File: config.mk
export PLATFORM = sky130hd
export DESIGN_NAME = mem_arbiter
export DESIGN_NICKNAME = d
export VERILOG_FILES = /design/src/rtl/mem_arbiter.sv
export SDC_FILE = /design/constraint.sdc
export NUM_CORES = 1
export LEC_CHECK = 0
export ABC_AREA = 1
export BUFFER_PORTS_ARGS = -buffer_cell sky130_fd_sc_hd__buf_4
export CORE_MARGIN = 2
export CORE_UTILIZATION = 40
export CTS_CLUSTER_SIZE = 28
export DETAILED_ROUTE_END_ITERATION = 16
export MAX_ROUTING_LAYER = met4
export PLACE_DENSITY = 0.81
export SYNTH_ARGS = -nofsm -noshare
export SYNTH_HDL_FRONTEND = slang
export SYNTH_SLANG_ARGS = --single-unit
File: constraint.sdc
create_clock -name clk_i -period 1.3 [get_ports clk_i]
set_input_delay 0.13 -clock clk_i [delete_from_list [all_inputs] [get_ports clk_i]]
set_output_delay 0.13 -clock clk_i [all_outputs]
set_load 0.02 [all_outputs]
File: src/rtl/mem_arbiter.sv
// mem_arbiter: shares one single-port unified memory between the core's
// instruction-fetch port and data port, serialising accesses and stalling
// the port(s) whose access has not yet completed.
//
// Ports:
//   clk_i, rst_i        clock, synchronous active-high reset
//   inst_ren_i          fetch request
//   inst_addr_i         fetch byte address
//   inst_data_o         fetched word (registered)
//   inst_stall_o        fetch not yet complete
//   mem_ren_i           data read request
//   mem_wen_i           data write request (wins over mem_ren_i)
//   mem_addr_i          data byte address
//   mem_dout_i          store data from core
//   mem_din_o           load data to core (registered)
//   data_stall_o        data access not yet complete
//   ram_cs_o            memory chip select, one pulse per access
//   ram_we_o            memory write enable, valid with ram_cs_o
//   ram_addr_o          memory word address
//   ram_din_o           memory write data
//   ram_dout_i          memory read data, LATENCY cycles after ram_cs_o
//
// Config macro: MEM_ARB_RR_EN
//   undefined -> data port always wins a conflict
//   defined   -> round-robin between ports on conflicts only
module mem_arbiter #(
    parameter int ADDR_WIDTH = 10,
    parameter int LATENCY    = 2
) (
    input  logic                  clk_i,
    input  logic                  rst_i,
    input  logic                  inst_ren_i,
    input  logic [31:0]           inst_addr_i,
    output logic [31:0]           inst_data_o,
    output logic                  inst_stall_o,
    input  logic                  mem_ren_i,
    input  logic                  mem_wen_i,
    input  logic [31:0]           mem_addr_i,
    input  logic [31:0]           mem_dout_i,
    output logic [31:0]           mem_din_o,
    output logic                  data_stall_o,
    output logic                  ram_cs_o,
    output logic                  ram_we_o,
    output logic [ADDR_WIDTH-1:0] ram_addr_o,
    output logic [31:0]           ram_din_o,
    input  logic [31:0]           ram_dout_i
);

    localparam logic [1:0] S_IDLE  = 2'd0;
    localparam logic [1:0] S_ISSUE = 2'd1;
    localparam logic [1:0] S_WAIT  = 2'd2;
    localparam logic [1:0] S_RESP  = 2'd3;

    localparam logic OWN_INST = 1'b0;
    localparam logic OWN_DATA = 1'b1;

    localparam logic [3:0] CNT_LOAD = 4'(LATENCY - 1);

    logic [1:0]            state_q, state_d;
    logic                  owner_q, owner_d;
    logic                  we_q, we_d;
    logic [ADDR_WIDTH-1:0] addr_q, addr_d;
    logic [31:0]           wdata_q, wdata_d;
    logic [3:0]            cnt_q, cnt_d;
    logic [31:0]           inst_data_q, inst_data_d;
    logic [31:0]           mem_din_q, mem_din_d;

    logic data_req;
    logic conflict;
    logic grant_data;

    assign data_req = mem_ren_i | mem_wen_i;
    assign conflict = inst_ren_i & data_req;

`ifdef MEM_ARB_RR_EN
    // rr_q = 1: data port won the last conflict, so fetch wins the next one
    logic rr_q, rr_d;

    assign grant_data = conflict ? ~rr_q : data_req;

    always_comb begin
        rr_d = rr_q;
        if (state_q == S_IDLE && conflict) begin
            rr_d = grant_data;
        end
    end

    always_ff @(posedge clk_i) begin
        if (rst_i) begin
            rr_q <= 1'b1;
        end else begin
            rr_q <= rr_d;
        end
    end
`else
    assign grant_data = data_req;
`endif

    always_comb begin
        state_d     = state_q;
        owner_d     = owner_q;
        we_d        = we_q;
        addr_d      = addr_q;
        wdata_d     = wdata_q;
        cnt_d       = cnt_q;
        inst_data_d = inst_data_q;
        mem_din_d   = mem_din_q;
        unique case (state_q)
            S_IDLE: begin
                if (inst_ren_i | data_req) begin
                    owner_d = grant_data ? OWN_DATA : OWN_INST;
                    we_d    = grant_data & mem_wen_i;
                    addr_d  = grant_data
                            ? mem_addr_i[ADDR_WIDTH+1:2]
                            : inst_addr_i[ADDR_WIDTH+1:2];
                    wdata_d = mem_dout_i;
                    state_d = S_ISSUE;
                end
            end
            S_ISSUE: begin
                if (we_q) begin
                    state_d = S_RESP;
                end else begin
                    cnt_d   = CNT_LOAD;
                    state_d = S_WAIT;
                end
            end
            S_WAIT: begin
                if (cnt_q == 4'd0) begin
                    if (owner_q == OWN_DATA) begin
                        mem_din_d = ram_dout_i;
                    end else begin
                        inst_data_d = ram_dout_i;
                    end
                    state_d = S_RESP;
                end else begin
                    cnt_d = cnt_q - 4'd1;
                end
            end
            default: begin
                state_d = S_IDLE;
            end
        endcase
    end

    always_ff @(posedge clk_i) begin
        if (rst_i) begin
            state_q     <= S_IDLE;
            owner_q     <= OWN_INST;
            we_q        <= 1'b0;
            addr_q      <= '0;
            wdata_q     <= '0;
            cnt_q       <= '0;
            inst_data_q <= '0;
            mem_din_q   <= '0;
        end else begin
            state_q     <= state_d;
            owner_q     <= owner_d;
            we_q        <= we_d;
            addr_q      <= addr_d;
            wdata_q     <= wdata_d;
            cnt_q       <= cnt_d;
            inst_data_q <= inst_data_d;
            mem_din_q   <= mem_din_d;
        end
    end

    // Stall holds until the owner's RESP cycle; forced low during reset
    assign inst_stall_o = ~rst_i & inst_ren_i
                        & ~(state_q == S_RESP && owner_q == OWN_INST);
    assign data_stall_o = ~rst_i & data_req
                        & ~(state_q == S_RESP && owner_q == OWN_DATA);

    assign ram_cs_o    = (state_q == S_ISSUE);
    assign ram_we_o    = ram_cs_o & we_q;
    assign ram_addr_o  = addr_q;
    assign ram_din_o   = wdata_q;
    assign inst_data_o = inst_data_q;
    assign mem_din_o   = mem_din_q;

    // Byte-offset and above-memory address bits are intentionally ignored
    logic unused_addr_bits;
    assign unused_addr_bits = ^{inst_addr_i[1:0], mem_addr_i[1:0],
                                inst_addr_i[31:ADDR_WIDTH+2],
                                mem_addr_i[31:ADDR_WIDTH+2]};

endmodule

==> flow_summary.json, run 1 <==
{
  "clkTransAtPathRegs_ns": 0.06,
  "peakVddDrop_mv": 1.48,
  "initial_core_util_pct": 40.7,
  "dpl.cell_count": 912,
  "core.rowCount": 38,
  "fin_area_um2": 8220,
  "power_frac_comb_pct": 41.1,
  "crit_arrival_ns": 1.48,
  "grt_max_degree": 36,
  "pin_count": 243,
  "cts.sinks": 114,
  "syn-cell-area_um2": 4370,
  "worst-path-max-fanout": 3,
  "skew_ns": 0.00837,
  "nets": 1032,
  "synth-seq-area-share_pct": 52.2,
  "critPathKind": "register to output pin",
  "switchingPower_w": 0.00579,
  "setup_ws_ns": -0.309,
  "ys_seq_elements": 114,
  "grt_pass1_vias": 4810,
  "fin_crit_sh_pct": 124,
  "routed_wl_um": 16400,
  "intPower_w": 0.0104,
  "reg2regPathDepth": 9,
  "die_x_um": 109,
  "netlist_instances": 577,
  "layout-drive-gt1-share_pct": 38.8,
  "postRouteAntennaNets": 0,
  "numCtsBuffers": 17,
  "grt_pass1_wl_um": 23000,
  "dr_total_vias": 5117,
  "cts_buffer_depth": 2,
  "cts_tree": "done",
  "timing.fmax_mhz": 621,
  "setup_tns_ns": -8.41,
  "min_period_ns": 1.61,
  "die_h_um": 109,
  "coreArea_um2": 10700,
  "outcome": "finished, violations left",
  "drtPass1Iterations": 7,
  "fillers": 683,
  "antenna_found_initial": 0,
  "hold_depth": 5,
  "slew_headroom_pct": 72.0,
  "whs_ns": 0.0205,
  "violations": "negative setup slack",
  "maxCapViolCount": 0,
  "avgViaCountPerCell": 4.90,
  "power_density_nw_per_um2": 1970,
  "rsz0062_at_grt": "yes",
  "gr-total-overflow": 0,
  "worstHoldPathType": "input pin to register",
  "wl_per_cell_um": 15.7,
  "dp.final_hpwl_um": 9030,
  "port_buffers": 198,
  "clkPwrFrac_pct": 30.0,
  "hold_viol_final": 0,
  "drtIter0Drc": 266,
  "endpoint_kind": "output pin",
  "cellLeakagePower_nw": 3.64,
  "synth_nets": 717,
  "place_area_um2": 6200,
  "yosys.cell_types.count": 20,
  "setup_violations": 56,
  "cpPeakStageDelay_ns": 0.33,
  "post-place-ws_ns": -0.138,
  "swShare_pct": 35.8,
  "slew_viol_final": 0,
  "grt_usage_pct": 25.6,
  "tightestPinTransition_ns": 0.420,
  "htreeDepth": 4,
  "root_buffer": "clkbuf_8",
  "die-area_um2": 11800,
  "worstPathCellList": "buf_6, ha_4, a211oi_2, buf_4",
  "syn_to_final_growth_pct": 88.0,
  "stdcell_count": 1045,
  "syn_area_per_cell_um2": 7.57,
  "yosys_warnings": 0,
  "worstPathRequired_ns": 1.17,
  "place.gp.congestion": 0.928,
  "clk_latency_ns": 0.49,
  "cp-start-kind": "register",
  "multi_input_area_um2": 2010,
  "drc_errors": 0,
  "seqCellArea_um2": 2290,
  "seq_power_share_pct": 28.9,
  "num_antenna_cells": 0,
  "crit_slowest_cell": "dfxtp_2"
}
-- critical path: cells and delay by family, from the launching register on --
kind / cells / cell delay (ns)
DFF: 1 / 0.33
buffers and inverters: 2 / 0.30
AOI/OAI and AO/OA: 1 / 0.20
adders and majority gates: 1 / 0.16
-- routing by layer --
layer	wire length [µm]	GRT usage, %	part of all wire (%)	up-vias
li1	-	-	-	2466
met1	6540	28.4	40	2386
met2	8450	45.1	51	213
met3	815	4.64	5.0	52
met4	629	10.4	3.8	0
met5	0	-	0	-
-- cell usage in the layout, fill, tap and decap left out, types with 5 or more instances in the layout --
cell | Yosys | final
nor2_1 | 76 | 74
buf_12 | 0 | 8
o21ai_2 | 0 | 5
nand2_2 | 1 | 6
a21oi_2 | 1 | 33
buf_4 | 0 | 223
dlygate4sd3_1 | 0 | 82
clkbuf_16 | 0 | 22
o21ai_0 | 62 | 23
inv_1 | 49 | 43
ha_4 | 0 | 5
a21oi_1 | 78 | 45
nand3_1 | 6 | 5
o21ai_1 | 4 | 37
dfxtp_1 | 114 | 111
nand2_1 | 137 | 130
buf_6 | 3 | 10
-- metrics by stage --
stage	power, W	utilization (%)
2_1_floorplan	0.00777	-
3_3_place_gp	0.00993	57.7
3_5_place_dp	0.0100	57.7
4_1_cts	0.0153	71.8
5_1_grt	0.0170	76.5
6_report	0.0162	76.5
-- registers in the layout (all words and copies together), names as in the netlist --
signal and flops:
inst_data_o 32, mem_din_o 32, ram_addr_o 10, state_q 2, we_q 1, owner_q 1
ram_din_o 32, cnt_q 4
-- Yosys cell counts --
| library cell | instances | share of area [%] |
|---|---|---|
| buf_1 | 3 | 0.26 |
| ha_1 | 7 | 2.0 |
| a21oi_1 | 78 | 8.9 |
| clkbuf_1 | 15 | 1.3 |
| nand4_4 | 1 | 0.49 |
| nand2_2 | 1 | 0.14 |
| inv_1 | 49 | 4.2 |
| buf_6 | 3 | 0.77 |
| nand3_4 | 1 | 0.40 |
| o21ai_0 | 62 | 7.1 |
| o21ai_1 | 4 | 0.46 |
| nor2_1 | 76 | 6.5 |
| nor2_4 | 2 | 0.52 |
| a211oi_1 | 2 | 0.34 |
| nand2_1 | 137 | 12 |
| nand3_1 | 6 | 0.69 |
| dfxtp_1 | 114 | 52 |
| buf_2 | 13 | 1.5 |
| a21oi_2 | 1 | 0.20 |
| inv_2 | 2 | 0.17 |
-- path summary, 6_finish.rpt --
kind              endpoint  slack (ns)           from
max           inst_stall_o       -0.31     state_q[1]
min reg2reg  mem_din_o[16]        0.45  mem_din_o[16]
min          ram_addr_o[7]        0.02  mem_addr_i[9]
max reg2reg  mem_din_o[19]       -0.30     state_q[1]
-- cells by family after synthesis --
group | synth area share (%)
AO/OA/AOI/OAI | 17.0
adder cells (fa/ha/maj) | 2.00
buffers and inverters | 8.19
flip-flops | 52.2
AND/OR/NAND/NOR | 20.5
-- power groups by stage --
stage,Sequential [W],Combinational (W),Clock [W]
2_1_floorplan,0.00543,0.00233,0
3_3_place_gp,0.00466,0.00526,0
3_5_place_dp,0.00469,0.00532,0
4_1_cts,0.00462,0.00573,0.00490
5_1_grt,0.00476,0.00714,0.00506
6_report,0.00468,0.00664,0.00485
-- repair_timing --
action                     in CTS  in global routing
cloned                          0                  8
hold endpoints to repair      107                  0
hold buffers                   82                  0
gates resized for setup        16                106
pin swaps                       9                  2
setup endpoints to repair     112                118
buffers inserted                1                 10
-- cell type report --
class	count	area share, %
timing repair buffer	329	35.5
clock buffer	20	5.30
inverter	51	2.50
sequential	114	27.8
multi-input combinational	378	24.4
timing repair inverter	1	0.0914
tap	140	2.13
clock inverter	12	2.19
Power figures use the tool's default switching activity.
==> run 2, diff against run 1 <==
CORE_UTILIZATION = 35   (was 40)
PLACE_DENSITY = 0.73   (was 0.81)
==> run 2 against run 1 <==
The run still ends with negative setup slack left; global-route usage down 4.2 points; register-to-register slack better by 0.11 ns; worst setup slack better by 0.094 ns; via count decreased by 5.4%; clock skew barely moved; non-clock buffer count decreased by 24; total power up 0.81%; clock power increased by 9.9%; first-iteration DRC count fell by 4.9%; routed wire length is 5.5% lower; critical endpoint unchanged; highest routed layer unchanged.
==> flow_summary.json, run 2 (synthesized netlist as in run 1, its figures left out) <==
{
  "min_period_ns": 1.52,
  "place.gp.congestion": 0.866,
  "drtPass1Iterations": 4,
  "worst-path-max-fanout": 3,
  "power_density_nw_per_um2": 2040,
  "outcome": "finished, violations left",
  "layout_commonest_cell": "buf_4",
  "wl_per_cell_um": 14.8,
  "initial_core_util_pct": 36.1,
  "pin_count": 243,
  "die_x_um": 116,
  "cp-start-kind": "register",
  "reg2regPathDepth": 9,
  "syn_to_final_growth_pct": 82.5,
  "core.rowCount": 40,
  "port_buffers": 198,
  "htreeDepth": 4,
  "die-area_um2": 13400,
  "multi_input_area_um2": 1900,
  "cp_top_family": "flip-flops",
  "violations": "negative setup slack",
  "crit_slowest_cell": "dfxtp_2",
  "avgViaCountPerCell": 4.62,
  "power_frac_comb_pct": 38.7,
  "layout-drive-gt1-share_pct": 36.3,
  "slew_headroom_pct": 70.3,
  "grt_pass1_vias": 4484,
  "seq_power_share_pct": 28.6,
  "tightestPinTransition_ns": 0.446,
  "grt_max_degree": 41,
  "cellLeakagePower_nw": 3.58,
  "worstPathCellList": "buf_6, ha_4, a211oi_2, buf_4",
  "die_h_um": 116,
  "hold_depth": 2,
  "rsz0062_at_grt": "yes",
  "critPathKind": "register to output pin",
  "switchingPower_w": 0.00554,
  "post-place-ws_ns": -0.0885,
  "cp_num_buf_inv": 2,
  "dp.final_hpwl_um": 8980,
  "coreArea_um2": 12100,
  "nets": 1007,
  "root_buffer": "clkbuf_16",
  "cpPeakStageDelay_ns": 0.32,
  "final_cell_mix": "216 x buf_4, 135 x nand2_1, 112 x dfxtp_1",
  "whs_ns": 0.0382,
  "hold_viol_final": 0,
  "clkPwrFrac_pct": 32.7,
  "seqCellArea_um2": 2280,
  "fin_crit_sh_pct": 117,
  "slew_viol_final": 0,
  "worstPathRequired_ns": 1.17,
  "cp_num_cells": 4,
  "cts.sinks": 114,
  "swShare_pct": 34.0,
  "routed_wl_um": 15500,
  "postRouteAntennaNets": 0,
  "skew_ns": 0.00840,
  "timing.fmax_mhz": 660,
  "gr-total-overflow": 0,
  "grt_usage_pct": 21.4,
  "cts_buffer_depth": 2,
  "clk_latency_ns": 0.40,
  "num_antenna_cells": 0,
  "intPower_w": 0.0108,
  "setup_violations": 73,
  "dr_total_vias": 4839,
  "maxCapViolCount": 0,
  "setup_ws_ns": -0.215,
  "fillers": 990,
  "antenna_found_initial": 0,
  "numCtsBuffers": 17,
  "total_power_w": 0.0163,
  "drc_errors": 0,
  "clkTransAtPathRegs_ns": 0.06,
  "peakVddDrop_mv": 1.10,
  "worstHoldPathType": "input pin to register",
  "drtIter0Drc": 253,
  "cts_tree": "done",
  "crit_arrival_ns": 1.39,
  "endpoint_kind": "output pin",
  "grt_pass1_wl_um": 21800
}
-- run 2: cell types whose count changed in the layout (fill, tap and decap cells not counted), moves of 5 or more --
cell and delta:
dlygate4sd3_1 -18, o21ai_1 +5, nand2_1 +5, a21oi_2 -22, o21ai_2 +5, a21oi_1 +23
buf_4 -7, o21ai_0 -9
-- run 2: power by group through the flow --
stage	registers [W]	logic (W)	clock network (W)
after floorplan	0.00543	0.00233	0
after global placement	0.00467	0.00531	0
after detailed placement	0.00470	0.00535	0
after CTS	0.00464	0.00567	0.00539
after global routing	0.00474	0.00687	0.00554
final	0.00466	0.00631	0.00533
-- run 2: per-stage QoR --
stage          instance area [µm²]  TNS (ns)  util (%)  instances
2_1_floorplan                 4390    -0.228         -        577
3_3_place_gp                  6230     -2.14      51.5        939
3_5_place_dp                  6230     -3.45      51.5        939
4_1_cts                       7620     -6.10      62.9       1035
5_1_grt                       7980    -12.55      65.8       1047
6_report                      7980     -5.43      65.8       1047
-- run 2: layout make-up --
class                   instances  share of cell area (%)
clock inverters                10                    2.56
flip-flops and latches        114                    28.6
clock buffers                  21                    5.90
inverters                      51                    2.46
well taps                     168                    2.64
multi-input cells             378                    23.9
repair buffers                305                    33.9
-- run 2: routing by layer --
layer | part of all wire (%) | wire, µm | vias to the layer above | track usage, %
li1 | - | - | 2418 | -
met1 | 42 | 6570 | 2233 | 24.9
met2 | 50 | 7840 | 145 | 35.4
met3 | 4.0 | 620 | 43 | 4.03
met4 | 3.3 | 507 | 0 | 10.4
met5 | 0 | 0 | - | -
-- run 2: path summary, 6_finish.rpt --
| path | startpoint | to | slack [ns] |
|---|---|---|---|
| max | state_q[0] | inst_stall_o | -0.22 |
| min | rst_i | ram_addr_o[0] | 0.04 |
| max reg2reg | state_q[0] | mem_din_o[29] | -0.19 |
| min reg2reg | mem_din_o[12] | mem_din_o[12] | 0.44 |
-- run 2: repair_timing --
| action | CTS | global route |
|---|---|---|
| setup buffers | 1 | 3 |
| cloned | 0 | 9 |
| pin swaps | 4 | 1 |
| hold buffers | 64 | 0 |
| setup endpoints to repair | 73 | 118 |
| endpoints found under the hold margin | 67 | 0 |
| resized for setup | 17 | 85 |
